<file path="config.mk">
export PLATFORM = sky130hd
export DESIGN_NAME = divisor_sequencial
export DESIGN_NICKNAME = d
export VERILOG_FILES = /design/src/rtl/divisor_pkg.sv /design/src/rtl/subtrator.sv /design/src/rtl/divisor_sequencial.sv
export SDC_FILE = /design/constraint.sdc
export NUM_CORES = 1
export LEC_CHECK = 0
export BUFFER_PORTS_ARGS = -buffer_cell sky130_fd_sc_hd__buf_2
export CORE_MARGIN = 10
export CORE_UTILIZATION = 50
export DETAILED_ROUTE_END_ITERATION = 6
export PLACE_DENSITY = 0.76
export RECOVER_POWER = 25
export SLEW_MARGIN = 10
export SYNTH_ARGS = -nofsm -noshare
export SYNTH_HDL_FRONTEND = slang
export SYNTH_HIERARCHICAL = 1
export SYNTH_SLANG_ARGS = --single-unit
</file>
<file path="constraint.sdc">
create_clock -name Clk -period 9.4 [get_ports Clk]
set_clock_uncertainty 0.1 [all_clocks]
set_input_delay 1.41 -clock Clk [delete_from_list [all_inputs] [get_ports Clk]]
set_output_delay 1.41 -clock Clk [all_outputs]
set_load 0.005 [all_outputs]
</file>
<file path="src/rtl/divisor_pkg.sv">
// Shared definitions for the sequential restoring divider: default width,
// FSM state encoding and counter sizing.
package divisor_pkg;

   localparam int unsigned LARGURA_PADRAO = 16;

   typedef enum logic [1:0] {
      IDLE = 2'd0,
      CALC = 2'd1,
      FIM  = 2'd2
   } estado_t;

   function automatic int unsigned largura_contador(input int unsigned largura);
      return (largura > 1) ? $clog2(largura) : 1;
   endfunction

endpackage

</file>
<file path="src/rtl/subtrator.sv">
// Two's-complement subtractor in the Adder style: Diferenca = A + ~B + 1,
// with the MSB exposed as the sign of the result.
module subtrator #(
   parameter int unsigned LARGURA = 17
) (
   input  logic [LARGURA-1:0] A,
   input  logic [LARGURA-1:0] B,
   output logic [LARGURA-1:0] Diferenca,
   output logic               Sinal
);

   always_comb begin
      Diferenca = A + ~B + LARGURA'(1);
      Sinal     = Diferenca[LARGURA-1];
   end

endmodule

</file>
<file path="src/rtl/divisor_sequencial.sv">
// Unsigned restoring divider, one quotient bit per clock, Start/Done handshake.
// Divide-by-zero skips CALC and returns all-ones quotient, dividend remainder.
module divisor_sequencial
   import divisor_pkg::*;
#(
   parameter int unsigned LARGURA = LARGURA_PADRAO
) (
   input  logic               Clk,
   input  logic               Reset,
   input  logic               Start,
   input  logic [LARGURA-1:0] Dividendo,
   input  logic [LARGURA-1:0] Divisor,
   output logic [LARGURA-1:0] Quociente,
   output logic [LARGURA-1:0] Resto,
   output logic               Busy,
   output logic               Done,
   output logic               DivZero
);

   localparam int unsigned CW = largura_contador(LARGURA);

   estado_t            estado, estado_prox;
   logic [LARGURA:0]   r, r_shift, r_prox, diferenca;
   logic [LARGURA-1:0] q, q_prox, divisor_reg;
   logic [CW-1:0]      contador;
   logic               sinal;

   subtrator #(.LARGURA(LARGURA + 1)) u_subtrator (
      .A         (r_shift),
      .B         ({1'b0, divisor_reg}),
      .Diferenca (diferenca),
      .Sinal     (sinal)
   );

   // r's MSB is always 0 after a restore step, so it falls off the shift.
   always_comb begin
      r_shift = (LARGURA + 1)'({r, q[LARGURA-1]});
      r_prox  = sinal ? r_shift : diferenca;
      q_prox  = {q[LARGURA-2:0], ~sinal};
   end

   always_ff @(posedge Clk or posedge Reset) begin
      if (Reset) estado <= IDLE;
      else       estado <= estado_prox;
   end

   always_comb begin
      estado_prox = estado;
      Busy        = 1'b0;
      Done        = 1'b0;
      case (estado)
         IDLE: begin
            if (Start) estado_prox = (Divisor == '0) ? FIM : CALC;
         end
         CALC: begin
            Busy = 1'b1;
            if (contador == '0) estado_prox = FIM;
         end
         FIM: begin
            Busy        = 1'b1;
            Done        = 1'b1;
            estado_prox = IDLE;
         end
         default: estado_prox = IDLE;
      endcase
   end

   always_ff @(posedge Clk or posedge Reset) begin
      if (Reset) begin
         r           <= '0;
         q           <= '0;
         divisor_reg <= '0;
         contador    <= '0;
         Quociente   <= '0;
         Resto       <= '0;
         DivZero     <= 1'b0;
      end else begin
         case (estado)
            IDLE: begin
               if (Start) begin
                  if (Divisor != '0) begin
                     divisor_reg <= Divisor;
                     r           <= '0;
                     q           <= Dividendo;
                     contador    <= CW'(LARGURA - 1);
                     DivZero     <= 1'b0;
                  end else begin
                     Quociente <= '1;
                     Resto     <= Dividendo;
                     DivZero   <= 1'b1;
                  end
               end
            end
            CALC: begin
               r        <= r_prox;
               q        <= q_prox;
               contador <= contador - CW'(1);
               if (contador == '0) begin
                  Quociente <= q_prox;
                  Resto     <= r_prox[LARGURA-1:0];
               end
            end
            default: ;
         endcase
      end
   end

endmodule

</file>
==> results of run 1 <==
-- area by class of cell --
class	instances	area (um^2)
sequential	87	2180
multi-input combinational	322	2590
tap	133	166
clock inverter	6	45.0
clock buffer	10	138
fill	887	4110
inverter	28	106
timing repair buffer	76	394
-- cell usage in the layout, fill, tap and decap left out, types with 2 or more instances in the layout --
cell	n
sky130_fd_sc_hd__nand2_1	13
sky130_fd_sc_hd__nand4_1	6
sky130_fd_sc_hd__nor3_1	22
sky130_fd_sc_hd__clkinv_2	2
sky130_fd_sc_hd__xnor2_1	7
sky130_fd_sc_hd__a21o_1	20
sky130_fd_sc_hd__mux2_2	60
sky130_fd_sc_hd__clkbuf_8	10
sky130_fd_sc_hd__buf_2	69
sky130_fd_sc_hd__o211a_1	3
sky130_fd_sc_hd__inv_1	26
sky130_fd_sc_hd__a21oi_1	31
sky130_fd_sc_hd__o2bb2ai_1	2
sky130_fd_sc_hd__xor2_1	5
sky130_fd_sc_hd__a22oi_1	2
sky130_fd_sc_hd__buf_4	6
sky130_fd_sc_hd__and3_1	4
sky130_fd_sc_hd__dfrtp_1	87
sky130_fd_sc_hd__ha_1	20
sky130_fd_sc_hd__nand2b_1	18
sky130_fd_sc_hd__mux2_1	5
sky130_fd_sc_hd__o21ai_0	9
sky130_fd_sc_hd__clkinv_4	3
sky130_fd_sc_hd__nor4_1	4
sky130_fd_sc_hd__a31oi_1	4
sky130_fd_sc_hd__nand3_1	2
sky130_fd_sc_hd__nor2_1	29
sky130_fd_sc_hd__o21a_1	2
sky130_fd_sc_hd__mux2i_1	34
-- per-layer routing --
metal  wire length, um  vias up  track usage
li1                  -     1772            -
met1              4840     1802        0.186
met2              5980       80        0.285
met3               501       14       0.0445
met4               216        0       0.0566
met5                 0        -            0
-- report_power, final --
part | total [W] | switching, W | internal (W)
clock | 0.000247 | 0.000142 | 0.000105
sequential | 0.000557 | 0.0000779 | 0.000480
combinational | 0.000949 | 0.000525 | 0.000425
-- worst min-delay path by stage --
stage                                       end  slack (ns)  cells past startpoint
after floorplan             DivZero$_DFFE_PP0P_        0.37                      2
after global placement    Resto[11]$_DFFE_PP0P_        0.37                      1
after detailed placement  Resto[11]$_DFFE_PP0P_        0.39                      1
after CTS                  Resto[9]$_DFFE_PP0P_        0.41                      1
after global routing        DivZero$_DFFE_PP0P_        0.43                      2
final                      Resto[9]$_DFFE_PP0P_        0.41                      1
-- per-stage QoR --
step           hold WS (ns)  total power, W  instance area (um^2)   util
2_1_floorplan         0.373         0.00130                  4980      -
3_3_place_gp          0.371         0.00148                  5440  0.559
3_5_place_dp          0.387         0.00151                  5440  0.559
4_1_cts               0.409         0.00176                  5620  0.578
5_1_grt               0.428         0.00190                  5620  0.577
6_report              0.406         0.00175                  5620  0.577
==> report_table.html, run 1 <==
<table>
<tr><th>Metric</th><th>Value</th></tr>
<tr><th colspan="2">Finish</th></tr>
<tr><td>Layout cells sized above 1</td><td>0.304</td></tr>
<tr><td>Relative area change from synthesis to final layout</td><td>12.7%</td></tr>
<tr><td>Number of inserted diodes</td><td>0</td></tr>
<tr><td>Final nets</td><td>just under 600</td></tr>
<tr><td>Post-route insts no fill</td><td>around 660</td></tr>
<tr><th colspan="2">Setup path</th></tr>
<tr><td>Crit path kind</td><td>input pin to async pin</td></tr>
<tr><td>Slowest CP cell</td><td>sky130_fd_sc_hd__clkbuf_1</td></tr>
<tr><td>Reg2reg setup slack</td><td>~5.8 ns</td></tr>
<tr><td>Kind of cell with the highest combined delay on the critical path</td><td>buffers and inverters</td></tr>
<tr><td>Worst flop-to-flop path endpoint</td><td>Resto[8]$_DFFE_PP0P_</td></tr>
<tr><td>Worst Reg2Reg Path Length in Cells</td><td>13</td></tr>
<tr><td>Beginning of the worst register-to-register path</td><td>q[15]$_DFFE_PP0P_</td></tr>
<tr><td>Cell depth of the worst setup path</td><td>3</td></tr>
<tr><td>Critical path required time</td><td>roughly 8.7 ns</td></tr>
<tr><td>Chain of cells forming the critical path</td><td>buf_2, clkinvlp_2, clkbuf_1</td></tr>
<tr><td>Worst setup SP type</td><td>input pin</td></tr>
<tr><td>First element of the critical path</td><td>Reset</td></tr>
<tr><td>End point of the critical path</td><td>Quociente[15]$_DFFE_PP0P_</td></tr>
<tr><td>Endpoint type of the worst setup path</td><td>async pin</td></tr>
<tr><td>Number of buffer and inverter instances along the worst setup path</td><td>3</td></tr>
<tr><td>Worst Path Arrival</td><td>approximately 5 ns</td></tr>
<tr><td>CP max FO</td><td>87</td></tr>
<tr><td>Delay of the slowest cell on the worst path</td><td>3.31 ns</td></tr>
<tr><th colspan="2">Global routing</th></tr>
<tr><td>Antenna violations before repair</td><td>0</td></tr>
<tr><td>Residual overflow from global routing</td><td>0</td></tr>
<tr><td>Global-route wire length before repair</td><td>slightly below 20000 um</td></tr>
<tr><td>Vias in the first global route</td><td>slightly above 4000</td></tr>
<tr><td>Total routing usage reported by global routing</td><td>0.162</td></tr>
<tr><td>Largest net degree at the start of global routing</td><td>88</td></tr>
<tr><th colspan="2">CTS</th></tr>
<tr><td>Clock-pin slew of the registers on the worst-case setup and hold paths</td><td>around 0.090 ns</td></tr>
<tr><td>Post-CTS Setup Repair Bufs</td><td>0</td></tr>
<tr><td>Clock buffer depth</td><td>2</td></tr>
<tr><td>Cts repair resizes</td><td>0</td></tr>
<tr><td>CTS HTree Levels</td><td>3</td></tr>
<tr><td>Clock tree from TritonCTS</td><td>done</td></tr>
<tr><td>Clock root cell</td><td>sky130_fd_sc_hd__clkbuf_8</td></tr>
<tr><td>Clk Latency, worst-skew pair</td><td>roughly 0.37 ns</td></tr>
<tr><td>Number of buffers created by CTS</td><td>9</td></tr>
<tr><td>Count of hold-fix buffers inserted at cts</td><td>0</td></tr>
<tr><td>Number of sinks driven by the clock tree</td><td>87</td></tr>
<tr><th colspan="2">Flow run</th></tr>
<tr><td>Number of maximum-capacitance violations</td><td>1</td></tr>
<tr><th colspan="2">Drt</th></tr>
<tr><td>Final Routed Wirelength</td><td>approximately 12000 um</td></tr>
<tr><td>Via density per instance</td><td>between 5 and 6</td></tr>
<tr><td>Violation count after the first detailed-route iteration</td><td>approximately 210</td></tr>
<tr><td>Initial DRT Pass Iterations</td><td>5</td></tr>
<tr><td>Total number of vias</td><td>3668</td></tr>
<tr><td>Count of nets left with antenna violations after detail routing</td><td>0</td></tr>
<tr><td>WL/cell</td><td>17.4 um</td></tr>
<tr><td>Remaining routing DRC violations</td><td>0</td></tr>
<tr><th colspan="2">Timing</th></tr>
<tr><td>Number of endpoints failing setup at the final stage</td><td>0</td></tr>
<tr><td>Setup ws final</td><td>about 3.8 ns</td></tr>
<tr><td>Final count of hold timing violations</td><td>0</td></tr>
<tr><td>Tcrit/Tclk final</td><td>0.600</td></tr>
<tr><td>Measured slew at the worst slew-check pin</td><td>approximately 4.7 ns</td></tr>
<tr><td>Setup_tns</td><td>0 ns</td></tr>
<tr><td>Setup repair after global routing missed its margin</td><td>false</td></tr>
<tr><td>Shortest period the worst path allows</td><td>5.64 ns</td></tr>
<tr><td>Max-slew headroom at the worst pin</td><td>-2.15</td></tr>
<tr><td>FMAX</td><td>0.177 GHz</td></tr>
<tr><td>Final number of max-transition violations</td><td>88</td></tr>
<tr><th colspan="2">Status</th></tr>
<tr><td>Violated checks</td><td>capacitance limit, slew limit</td></tr>
<tr><td>Status</td><td>complete, but fails checks</td></tr>
<tr><th colspan="2">Placement</th></tr>
<tr><td>Routability congestion estimate</td><td>around 0.84</td></tr>
<tr><td>Post-placement cell count</td><td>646</td></tr>
<tr><td>Pre-CTS setup slack</td><td>approximately 5.0 ns</td></tr>
<tr><td>Port Buf Inserts</td><td>69</td></tr>
<tr><td>Post-DP HPWL</td><td>~8500 um</td></tr>
<tr><th colspan="2">Floorplan</th></tr>
<tr><td>Area enclosed by the die boundary</td><td>about 14000 um^2</td></tr>
<tr><td>Die outline height</td><td>between 100 and 150 um</td></tr>
<tr><td>Initial Util</td><td>0.512</td></tr>
<tr><td>Number of primary I/O pins</td><td>70</td></tr>
<tr><td>Die width</td><td>between 100 and 150 um</td></tr>
<tr><td>Area inside the core boundary</td><td>9730 um^2</td></tr>
<tr><td>Cell Rows</td><td>36</td></tr>
<tr><th colspan="2">Pwr</th></tr>
<tr><td>Maximum ir drop on the vdd rail</td><td>0.130 mV</td></tr>
<tr><td>Leak</td><td>about 2.9 nW</td></tr>
<tr><td>Total power divided by cell area</td><td>roughly 310 nW/um^2</td></tr>
<tr><th colspan="2">Hold path</th></tr>
<tr><td>Launch instance of the worst min-delay path</td><td>Resto[9]$_DFFE_PP0P_</td></tr>
<tr><td>Hold Crit Class</td><td>flop to flop</td></tr>
<tr><th colspan="2">Yosys</th></tr>
<tr><td>Net count of the mapped netlist</td><td>520</td></tr>
<tr><td>Synthesized area</td><td>about 5000 um^2</td></tr>
<tr><td>Synthesis Warnings</td><td>6</td></tr>
<tr><td>Avg Synthesized Cell Area</td><td>10.7 um^2</td></tr>
<tr><td>Synthesized instance count</td><td>464</td></tr>
</table>
(Power assumes the default switching activity.)
==> inputs of run 2 (changes only) <==
PLACE_DENSITY = 0.79   (was 0.76)
clock period = 4.9 ns   (was 9.4 ns; I/O delays follow)
==> report_table.html, run 2 (synthesis results as in run 1) <==
<table>
<tr><th>Metric</th><th>Value</th></tr>
<tr><th colspan="2">Finish</th></tr>
<tr><td>Non-Filler Cell Area, Final</td><td>5640 um^2 (+0.49%)</td></tr>
<tr><td>Layout cells sized above 1</td><td>0.305 (+0.000576)</td></tr>
<tr><td>Fillcell total</td><td>865 (-2.5%)</td></tr>
<tr><td>Relative area change from synthesis to final layout</td><td>13.2%</td></tr>
<tr><td>Multi-input gate area</td><td>2590 um^2 (unchanged)</td></tr>
<tr><td>Sequential cell area in the final layout</td><td>2180 um^2 (unchanged)</td></tr>
<tr><td>Commonest non-fill, non-tap cells in the layout</td><td>sky130_fd_sc_hd__dfrtp_1, sky130_fd_sc_hd__buf_2, sky130_fd_sc_hd__mux2_2, sky130_fd_sc_hd__mux2i_1, sky130_fd_sc_hd__a21oi_1</td></tr>
<tr><td>Final nets</td><td>579 (-0.17%)</td></tr>
<tr><td>Number of inserted diodes</td><td>0 (unchanged)</td></tr>
<tr><td>Commonest non-fill, non-tap cell in the layout</td><td>sky130_fd_sc_hd__dfrtp_1</td></tr>
<tr><td>Post-route insts no fill</td><td>661 (-0.15%)</td></tr>
<tr><th colspan="2">Placement</th></tr>
<tr><td>Pre-CTS setup slack</td><td>1.17 ns (-3.85 ns)</td></tr>
<tr><td>Routability congestion estimate</td><td>0.903 (+8.0%)</td></tr>
<tr><td>Port Buf Inserts</td><td>69 (unchanged)</td></tr>
<tr><td>Post-DP HPWL</td><td>8260 um (-2.3%)</td></tr>
<tr><td>Post-placement cell area</td><td>5430 um^2 (-0.14%)</td></tr>
<tr><td>Post-placement cell count</td><td>645 (-0.15%)</td></tr>
<tr><th colspan="2">Setup path</th></tr>
<tr><td>Beginning of the worst register-to-register path</td><td>r[4]$_DFFE_PP0P_</td></tr>
<tr><td>End point of the critical path</td><td>Resto[9]$_DFFE_PP0P_</td></tr>
<tr><td>Chain of cells forming the critical path</td><td>ha_1, a21o_1, a31o_1, o211a_1, a211o_1, xnor2_2, mux2i_1, nor2_1, a21o_1, mux2_1</td></tr>
<tr><td>Worst Path Arrival</td><td>3.93 ns (-0.98 ns)</td></tr>
<tr><td>Cell seen most often among critical-path stages</td><td>sky130_fd_sc_hd__a21o_1</td></tr>
<tr><td>Worst setup SP type</td><td>flop</td></tr>
<tr><td>Crit path kind</td><td>flop to flop</td></tr>
<tr><td>Critical path required time</td><td>5.04 ns (-3.63 ns)</td></tr>
<tr><td>Worst Reg2Reg Path Length in Cells</td><td>10 (-3)</td></tr>
<tr><td>Worst flop-to-flop path endpoint</td><td>Resto[9]$_DFFE_PP0P_</td></tr>
<tr><td>CP max FO</td><td>18 (-79%)</td></tr>
<tr><td>Slowest CP cell</td><td>sky130_fd_sc_hd__xnor2_2</td></tr>
<tr><td>First element of the critical path</td><td>r[4]$_DFFE_PP0P_</td></tr>
<tr><td>Reg2reg setup slack</td><td>1.11 ns (-4.72 ns)</td></tr>
<tr><td>Delay of the slowest cell on the worst path</td><td>0.93 ns (-2.38 ns)</td></tr>
<tr><td>Endpoint type of the worst setup path</td><td>flop</td></tr>
<tr><th colspan="2">Timing</th></tr>
<tr><td>Shortest period the worst path allows</td><td>around 3.8 ns</td></tr>
<tr><td>Measured slew at the worst slew-check pin</td><td>2.35 ns (-2.38 ns)</td></tr>
<tr><td>Number of endpoints failing setup at the final stage</td><td>0 (unchanged)</td></tr>
<tr><td>Setup_tns</td><td>0 ns (unchanged)</td></tr>
<tr><td>Max-slew headroom at the worst pin</td><td>-0.578 (+1.58)</td></tr>
<tr><td>Final number of max-transition violations</td><td>56 (-36%)</td></tr>
<tr><td>Setup ws final</td><td>1.11 ns (-2.65 ns)</td></tr>
<tr><td>Final count of hold timing violations</td><td>0 (unchanged)</td></tr>
<tr><td>Setup repair after global routing missed its margin</td><td>false</td></tr>
<tr><td>Hold Worst Slack</td><td>0.398 ns (-0.00823 ns)</td></tr>
<tr><td>Tcrit/Tclk final</td><td>0.774</td></tr>
<tr><td>FMAX</td><td>0.264 GHz</td></tr>
<tr><th colspan="2">Pwr</th></tr>
<tr><td>Net switching share of the total power</td><td>0.419 (-0.00623)</td></tr>
<tr><td>Total power divided by cell area</td><td>605 nW/um^2 (+94%)</td></tr>
<tr><td>Share of total power in sequential cells</td><td>0.314 (-0.004)</td></tr>
<tr><td>Pint</td><td>0.00199 W (+97%)</td></tr>
<tr><td>Combinational power share</td><td>0.527 (-0.014)</td></tr>
<tr><td>Maximum ir drop on the vdd rail</td><td>0.294 mV (+130%)</td></tr>
<tr><td>Leak</td><td>2.87 nW (+0.41%)</td></tr>
<tr><td>Clock group share of total power</td><td>0.159 (+0.018)</td></tr>
<tr><td>Power dissipated by switching net loads</td><td>0.00143 W (+92%)</td></tr>
<tr><th colspan="2">Global routing</th></tr>
<tr><td>Antenna violations before repair</td><td>0 (unchanged)</td></tr>
<tr><td>Vias in the first global route</td><td>3942 (-2.0%)</td></tr>
<tr><td>Total routing usage reported by global routing</td><td>0.161 (-0.00144)</td></tr>
<tr><td>Largest net degree at the start of global routing</td><td>56 (-36%)</td></tr>
<tr><td>Global-route wire length before repair</td><td>19300 um (+0.11%)</td></tr>
<tr><td>Residual overflow from global routing</td><td>0 (unchanged)</td></tr>
<tr><th colspan="2">Drt</th></tr>
<tr><td>Violation count after the first detailed-route iteration</td><td>173 (-19%)</td></tr>
<tr><td>Total number of vias</td><td>3671 (+0.082%)</td></tr>
<tr><td>WL/cell</td><td>17.0 um (-2.7%)</td></tr>
<tr><td>Count of nets left with antenna violations after detail routing</td><td>0 (unchanged)</td></tr>
<tr><td>Via density per instance</td><td>5.55 (+0.23%)</td></tr>
<tr><td>Initial DRT Pass Iterations</td><td>4 (-1)</td></tr>
<tr><td>Remaining routing DRC violations</td><td>0 (unchanged)</td></tr>
<tr><td>Final Routed Wirelength</td><td>11200 um (-2.8%)</td></tr>
<tr><th colspan="2">CTS</th></tr>
<tr><td>Clock buffer depth</td><td>2 (unchanged)</td></tr>
<tr><td>Count of hold-fix buffers inserted at cts</td><td>0 (unchanged)</td></tr>
<tr><td>Clock-pin slew of the registers on the worst-case setup and hold paths</td><td>0.10 ns (about the same)</td></tr>
<tr><td>Clock tree from TritonCTS</td><td>done</td></tr>
<tr><td>Post-CTS Setup Repair Bufs</td><td>0 (unchanged)</td></tr>
<tr><td>CTS HTree Levels</td><td>3 (unchanged)</td></tr>
<tr><td>Clock root cell</td><td>sky130_fd_sc_hd__clkbuf_8</td></tr>
<tr><td>Number of buffers created by CTS</td><td>9 (unchanged)</td></tr>
<tr><td>Cts repair resizes</td><td>0 (unchanged)</td></tr>
<tr><td>Clk Latency, worst-skew pair</td><td>0.36 ns (about the same)</td></tr>
<tr><td>Number of sinks driven by the clock tree</td><td>87 (unchanged)</td></tr>
<tr><th colspan="2">Hold path</th></tr>
<tr><td>WHS Path Cells</td><td>2 (+1)</td></tr>
<tr><td>Hold Crit Class</td><td>flop to flop</td></tr>
<tr><th colspan="2">Floorplan</th></tr>
<tr><td>Initial Util</td><td>0.512 (unchanged)</td></tr>
<tr><td>Area enclosed by the die boundary</td><td>14400 um^2 (unchanged)</td></tr>
<tr><td>Die outline height</td><td>120 um (unchanged)</td></tr>
<tr><td>Cell Rows</td><td>36 (unchanged)</td></tr>
<tr><td>Area inside the core boundary</td><td>9730 um^2 (unchanged)</td></tr>
<tr><td>Die width</td><td>120 um (unchanged)</td></tr>
<tr><td>Number of primary I/O pins</td><td>70 (unchanged)</td></tr>
<tr><th colspan="2">Status</th></tr>
<tr><td>Status</td><td>complete, but fails checks</td></tr>
<tr><td>Violated checks</td><td>capacitance limit, slew limit</td></tr>
<tr><th colspan="2">Flow run</th></tr>
<tr><td>Number of maximum-capacitance violations</td><td>1 (unchanged)</td></tr>
</table>
==> run 2: cell count changes in the layout (fill, tap and decap cells not counted) <==
cell,delta
sky130_fd_sc_hd__bufinv_16,+1
sky130_fd_sc_hd__inv_6,+1
sky130_fd_sc_hd__clkinv_4,-1
sky130_fd_sc_hd__clkbuf_1,-1
sky130_fd_sc_hd__clkinv_2,-2
sky130_fd_sc_hd__inv_8,+1
==> run 2: through the flow <==
stage | power [W] | utilization
2_1_floorplan | 0.00250 | -
3_3_place_gp | 0.00280 | 0.558
3_5_place_dp | 0.00287 | 0.558
4_1_cts | 0.00343 | 0.580
5_1_grt | 0.00370 | 0.580
6_report | 0.00342 | 0.580
==> run 2: layer usage <==
layer  track usage  part of all wire  up-vias  routed length (um)
met2         0.286              0.53       70                5940
met1         0.186              0.41     1812                4640
met3        0.0323             0.035       24                 390
met4        0.0626             0.021        0                 240
met5             0                 0        -                   0
li1              -                 -     1765                   -
==> run 2: worst min path at each step <==
stage / start / to / slack (ns)
4_1_cts: DivZero$_DFFE_PP0P_ / DivZero$_DFFE_PP0P_ / 0.40
6_report: DivZero$_DFFE_PP0P_ / DivZero$_DFFE_PP0P_ / 0.40
2_1_floorplan: DivZero$_DFFE_PP0P_ / DivZero$_DFFE_PP0P_ / 0.37
3_5_place_dp: DivZero$_DFFE_PP0P_ / DivZero$_DFFE_PP0P_ / 0.37
5_1_grt: Quociente[7]$_DFFE_PP0P_ / Quociente[7]$_DFFE_PP0P_ / 0.42
3_3_place_gp: DivZero$_DFFE_PP0P_ / DivZero$_DFFE_PP0P_ / 0.37
==> run 2: area by class of cell <==
cell class / count / area share
Clock buffer: 10 / 0.0244
Multi-Input combinational cell: 322 / 0.459
Sequential cell: 87 / 0.386
Clock inverter: 6 / 0.0135
Inverter: 28 / 0.0188
Timing Repair Buffer: 75 / 0.0692
Tap cell: 133 / 0.0295
==> run 2: power groups by stage <==
stage	combinational, W	sequential [W]	clock [W]
final	0.00180	0.00107	0.000542
after global routing	0.00202	0.00110	0.000585
after CTS	0.00180	0.00107	0.000554
after detailed placement	0.00178	0.00109	0
after global placement	0.00173	0.00107	0
after floorplan	0.00147	0.00103	0
==> run 2: critical path, delay by kind of cell (launching register included) <==
family	cells	cell delay, ns
XOR/XNOR	1	0.93
flip-flops	1	0.41
AO/OA/AOI/OAI	5	1.18
adder cells (fa/ha/maj)	1	0.40
AND/OR/NAND/NOR	1	0.07
multiplexers	2	0.58
==> inputs of run 3 (changes only) <==
ABC_AREA = 1   (was default)
PLACE_DENSITY = 0.76   (was 0.79)
clock period = 3.5 ns   (was 4.9 ns; I/O delays follow)
==> report_table.html, run 3 <==
<table>
<tr><th>Metric</th><th>Value</th></tr>
<tr><th colspan="2">Yosys</th></tr>
<tr><td>Synthesized instance count</td><td>731 (+58%)</td></tr>
<tr><td>Net count of the mapped netlist</td><td>787 (+51%)</td></tr>
<tr><td>Avg Synthesized Cell Area</td><td>7.08 um^2 (-34%)</td></tr>
<tr><td>Synthesis Warnings</td><td>6 (unchanged)</td></tr>
<tr><td>Synthesized area</td><td>5170 um^2 (+3.8%)</td></tr>
<tr><th colspan="2">Finish</th></tr>
<tr><td>Commonest non-fill, non-tap cell in the layout</td><td>sky130_fd_sc_hd__nand2_1</td></tr>
<tr><td>Number of inserted diodes</td><td>0 (unchanged)</td></tr>
<tr><td>Final nets</td><td>849 (+47%)</td></tr>
<tr><td>Layout cells sized above 1</td><td>0.140 (-0.165)</td></tr>
<tr><td>Relative area change from synthesis to final layout</td><td>12.3%</td></tr>
<tr><td>Fillcell total</td><td>965 (+12%)</td></tr>
<tr><td>Commonest non-fill, non-tap cells in the layout</td><td>sky130_fd_sc_hd__nand2_1, sky130_fd_sc_hd__inv_1, sky130_fd_sc_hd__dfrtp_1, sky130_fd_sc_hd__buf_2, sky130_fd_sc_hd__nand3_1</td></tr>
<tr><td>Non-Filler Cell Area, Final</td><td>5810 um^2 (+3.0%)</td></tr>
<tr><th colspan="2">Floorplan</th></tr>
<tr><td>Area enclosed by the die boundary</td><td>14800 um^2 (+3.2%)</td></tr>
<tr><td>Initial Util</td><td>0.508 (-0.00435)</td></tr>
<tr><td>Die outline height</td><td>122 um (+1.6%)</td></tr>
<tr><td>Number of primary I/O pins</td><td>70 (unchanged)</td></tr>
<tr><td>Cell Rows</td><td>37 (+2.8%)</td></tr>
<tr><td>Die width</td><td>122 um (+1.6%)</td></tr>
<tr><td>Area inside the core boundary</td><td>10200 um^2 (+4.7%)</td></tr>
<tr><th colspan="2">Pwr</th></tr>
<tr><td>Share of total power in sequential cells</td><td>0.297 (-0.017)</td></tr>
<tr><td>Maximum ir drop on the vdd rail</td><td>0.391 mV (+33%)</td></tr>
<tr><td>Combinational power share</td><td>0.588 (+0.061)</td></tr>
<tr><td>Power dissipated by switching net loads</td><td>0.00288 W (+100%)</td></tr>
<tr><td>Clock group share of total power</td><td>0.115 (-0.044)</td></tr>
<tr><td>Pint</td><td>0.00293 W (+48%)</td></tr>
<tr><td>Net switching share of the total power</td><td>0.496 (+0.0773)</td></tr>
<tr><td>Leak</td><td>3.24 nW (+13%)</td></tr>
<tr><td>Total power divided by cell area</td><td>1000 nW/um^2 (+65%)</td></tr>
<tr><th colspan="2">Setup path</th></tr>
<tr><td>Worst Path Arrival</td><td>3.04 ns (-0.89 ns)</td></tr>
<tr><td>Worst setup SP type</td><td>flop</td></tr>
<tr><td>Critical path required time</td><td>3.70 ns (-1.34 ns)</td></tr>
<tr><td>Endpoint type of the worst setup path</td><td>flop</td></tr>
<tr><td>Crit path kind</td><td>flop to flop</td></tr>
<tr><td>CP max FO</td><td>16 (-2)</td></tr>
<tr><th colspan="2">Timing</th></tr>
<tr><td>Max-slew headroom at the worst pin</td><td>-0.574 (+0.00471)</td></tr>
<tr><td>Setup ws final</td><td>0.662 ns (-0.445 ns)</td></tr>
<tr><td>FMAX</td><td>0.352 GHz (+34%)</td></tr>
<tr><td>Setup repair after global routing missed its margin</td><td>false</td></tr>
<tr><td>Final number of max-transition violations</td><td>63 (+13%)</td></tr>
<tr><td>Setup_tns</td><td>0 ns (unchanged)</td></tr>
<tr><td>Hold Worst Slack</td><td>0.303 ns (-0.0946 ns)</td></tr>
<tr><td>Tcrit/Tclk final</td><td>0.811 (+0.0367)</td></tr>
<tr><td>Number of endpoints failing setup at the final stage</td><td>0 (unchanged)</td></tr>
<tr><td>Final count of hold timing violations</td><td>0 (unchanged)</td></tr>
<tr><td>Shortest period the worst path allows</td><td>2.84 ns (-0.955 ns)</td></tr>
<tr><td>Measured slew at the worst slew-check pin</td><td>2.36 ns (+0.00329 ns)</td></tr>
<tr><th colspan="2">Drt</th></tr>
<tr><td>Violation count after the first detailed-route iteration</td><td>398 (+130%)</td></tr>
<tr><td>WL/cell</td><td>14.3 um (-16%)</td></tr>
<tr><td>Via density per instance</td><td>5.08 (-8.5%)</td></tr>
<tr><td>Count of nets left with antenna violations after detail routing</td><td>0 (unchanged)</td></tr>
<tr><td>Total number of vias</td><td>4744 (+29%)</td></tr>
<tr><td>Initial DRT Pass Iterations</td><td>5 (+1)</td></tr>
<tr><td>Remaining routing DRC violations</td><td>0 (unchanged)</td></tr>
<tr><td>Final Routed Wirelength</td><td>13300 um (+19%)</td></tr>
<tr><th colspan="2">CTS</th></tr>
<tr><td>Clock root cell</td><td>sky130_fd_sc_hd__clkbuf_8</td></tr>
<tr><td>Number of sinks driven by the clock tree</td><td>87 (unchanged)</td></tr>
<tr><td>Clock tree from TritonCTS</td><td>done</td></tr>
<tr><td>Cts repair resizes</td><td>0 (unchanged)</td></tr>
<tr><td>Clock-pin slew of the registers on the worst-case setup and hold paths</td><td>0.09 ns (about the same)</td></tr>
<tr><td>Post-CTS Setup Repair Bufs</td><td>0 (unchanged)</td></tr>
<tr><td>Number of buffers created by CTS</td><td>9 (unchanged)</td></tr>
<tr><td>Clk Latency, worst-skew pair</td><td>0.36 ns (about the same)</td></tr>
<tr><td>CTS HTree Levels</td><td>3 (unchanged)</td></tr>
<tr><td>Clock buffer depth</td><td>2 (unchanged)</td></tr>
<tr><td>Count of hold-fix buffers inserted at cts</td><td>0 (unchanged)</td></tr>
<tr><th colspan="2">Placement</th></tr>
<tr><td>Post-placement cell area</td><td>5630 um^2 (+3.7%)</td></tr>
<tr><td>Post-DP HPWL</td><td>10200 um (+23%)</td></tr>
<tr><td>Routability congestion estimate</td><td>0.903 (about the same)</td></tr>
<tr><td>Port Buf Inserts</td><td>69 (unchanged)</td></tr>
<tr><td>Pre-CTS setup slack</td><td>0.713 ns (-0.452 ns)</td></tr>
<tr><th colspan="2">Global routing</th></tr>
<tr><td>Global-route wire length before repair</td><td>22000 um (+14%)</td></tr>
<tr><td>Total routing usage reported by global routing</td><td>0.183 (+0.0217)</td></tr>
<tr><td>Largest net degree at the start of global routing</td><td>63 (+13%)</td></tr>
<tr><td>Residual overflow from global routing</td><td>0 (unchanged)</td></tr>
<tr><td>Antenna violations before repair</td><td>0 (unchanged)</td></tr>
<tr><td>Vias in the first global route</td><td>4506 (+14%)</td></tr>
<tr><th colspan="2">Hold path</th></tr>
<tr><td>Hold Crit Class</td><td>input pin to flop</td></tr>
<tr><th colspan="2">Flow run</th></tr>
<tr><td>Number of maximum-capacitance violations</td><td>1 (unchanged)</td></tr>
<tr><th colspan="2">Status</th></tr>
<tr><td>Violated checks</td><td>capacitance limit, slew limit</td></tr>
<tr><td>Status</td><td>complete, but fails checks</td></tr>
</table>
==> run 3: layout make-up <==
class                      count  area, um^2  area share
clock buffer                  11         141      0.0243
clock inverter                 5        41.3     0.00711
inverter                     106         398      0.0685
multi-input combinational    509        2450       0.422
sequential                    87        2180       0.375
tap                          136         170      0.0293
timing repair buffer          80         428      0.0736
==> run 3: per-layer routing <==
metal	vias to the layer above	wire, um	GRT usage
met5	-	0	0
met1	2180	5780	0.229
met4	0	359	0.0782
met2	134	6320	0.294
met3	22	864	0.0439
li1	2408	-	-
==> run 3: power groups by stage <==
stage	Sequential (W)	Combinational, W	Clock, W
floorplan	0.00169	0.00253	0
global placement	0.00173	0.00332	0
detailed placement	0.00175	0.00341	0
CTS	0.00173	0.00342	0.000683
global route	0.00178	0.00391	0.000726
finish	0.00173	0.00342	0.000667
==> run 3: critical path, stage by stage, from the launching register on <==
cell and delay [ns]:
sky130_fd_sc_hd__dfrtp_1 0.34, sky130_fd_sc_hd__inv_1 0.04, sky130_fd_sc_hd__ha_1 0.21, sky130_fd_sc_hd__fa_1 0.42, sky130_fd_sc_hd__inv_1 0.07, sky130_fd_sc_hd__nand2_1 0.04
sky130_fd_sc_hd__nand2_1 0.10, sky130_fd_sc_hd__nand3_1 0.10, sky130_fd_sc_hd__nand2_2 0.10, sky130_fd_sc_hd__nand2_1 0.07, sky130_fd_sc_hd__nand3b_1 0.08, sky130_fd_sc_hd__nand2_1 0.09
sky130_fd_sc_hd__nor2_2 0.54, sky130_fd_sc_hd__nand2_1 0.15, sky130_fd_sc_hd__o211ai_1 0.12, sky130_fd_sc_hd__nand3_1 0.10, sky130_fd_sc_hd__nand2_1 0.09
==> run 3: stage by stage <==
| step | total power, W | instances | util |
|---|---|---|---|
| after global routing | 0.00641 | 934 | 0.571 |
| final | 0.00582 | 934 | 0.571 |
| after floorplan | 0.00422 | 731 | - |
| after detailed placement | 0.00516 | 918 | 0.553 |
| after CTS | 0.00583 | 934 | 0.571 |
| after global placement | 0.00504 | 918 | 0.553 |
==> run 3: path summary, 6_finish.rpt <==
path,start,endpoint,slack (ns),cells after the start
min reg2reg,Quociente[10]$_DFFE_PP0P_,Quociente[10]$_DFFE_PP0P_,0.37,2
min in group asynchronous,Reset,Quociente[3]$_DFFE_PP0P_,0.86,2
max reg2reg,q[15]$_DFFE_PP0P_,Resto[5]$_DFFE_PP0P_,0.66,16
min,Divisor[10],divisor_reg[10]$_DFFE_PP0P_,0.30,3
max in group asynchronous,Reset,divisor_reg[15]$_DFFE_PP0P_,1.08,2
max,q[15]$_DFFE_PP0P_,Resto[5]$_DFFE_PP0P_,0.66,16
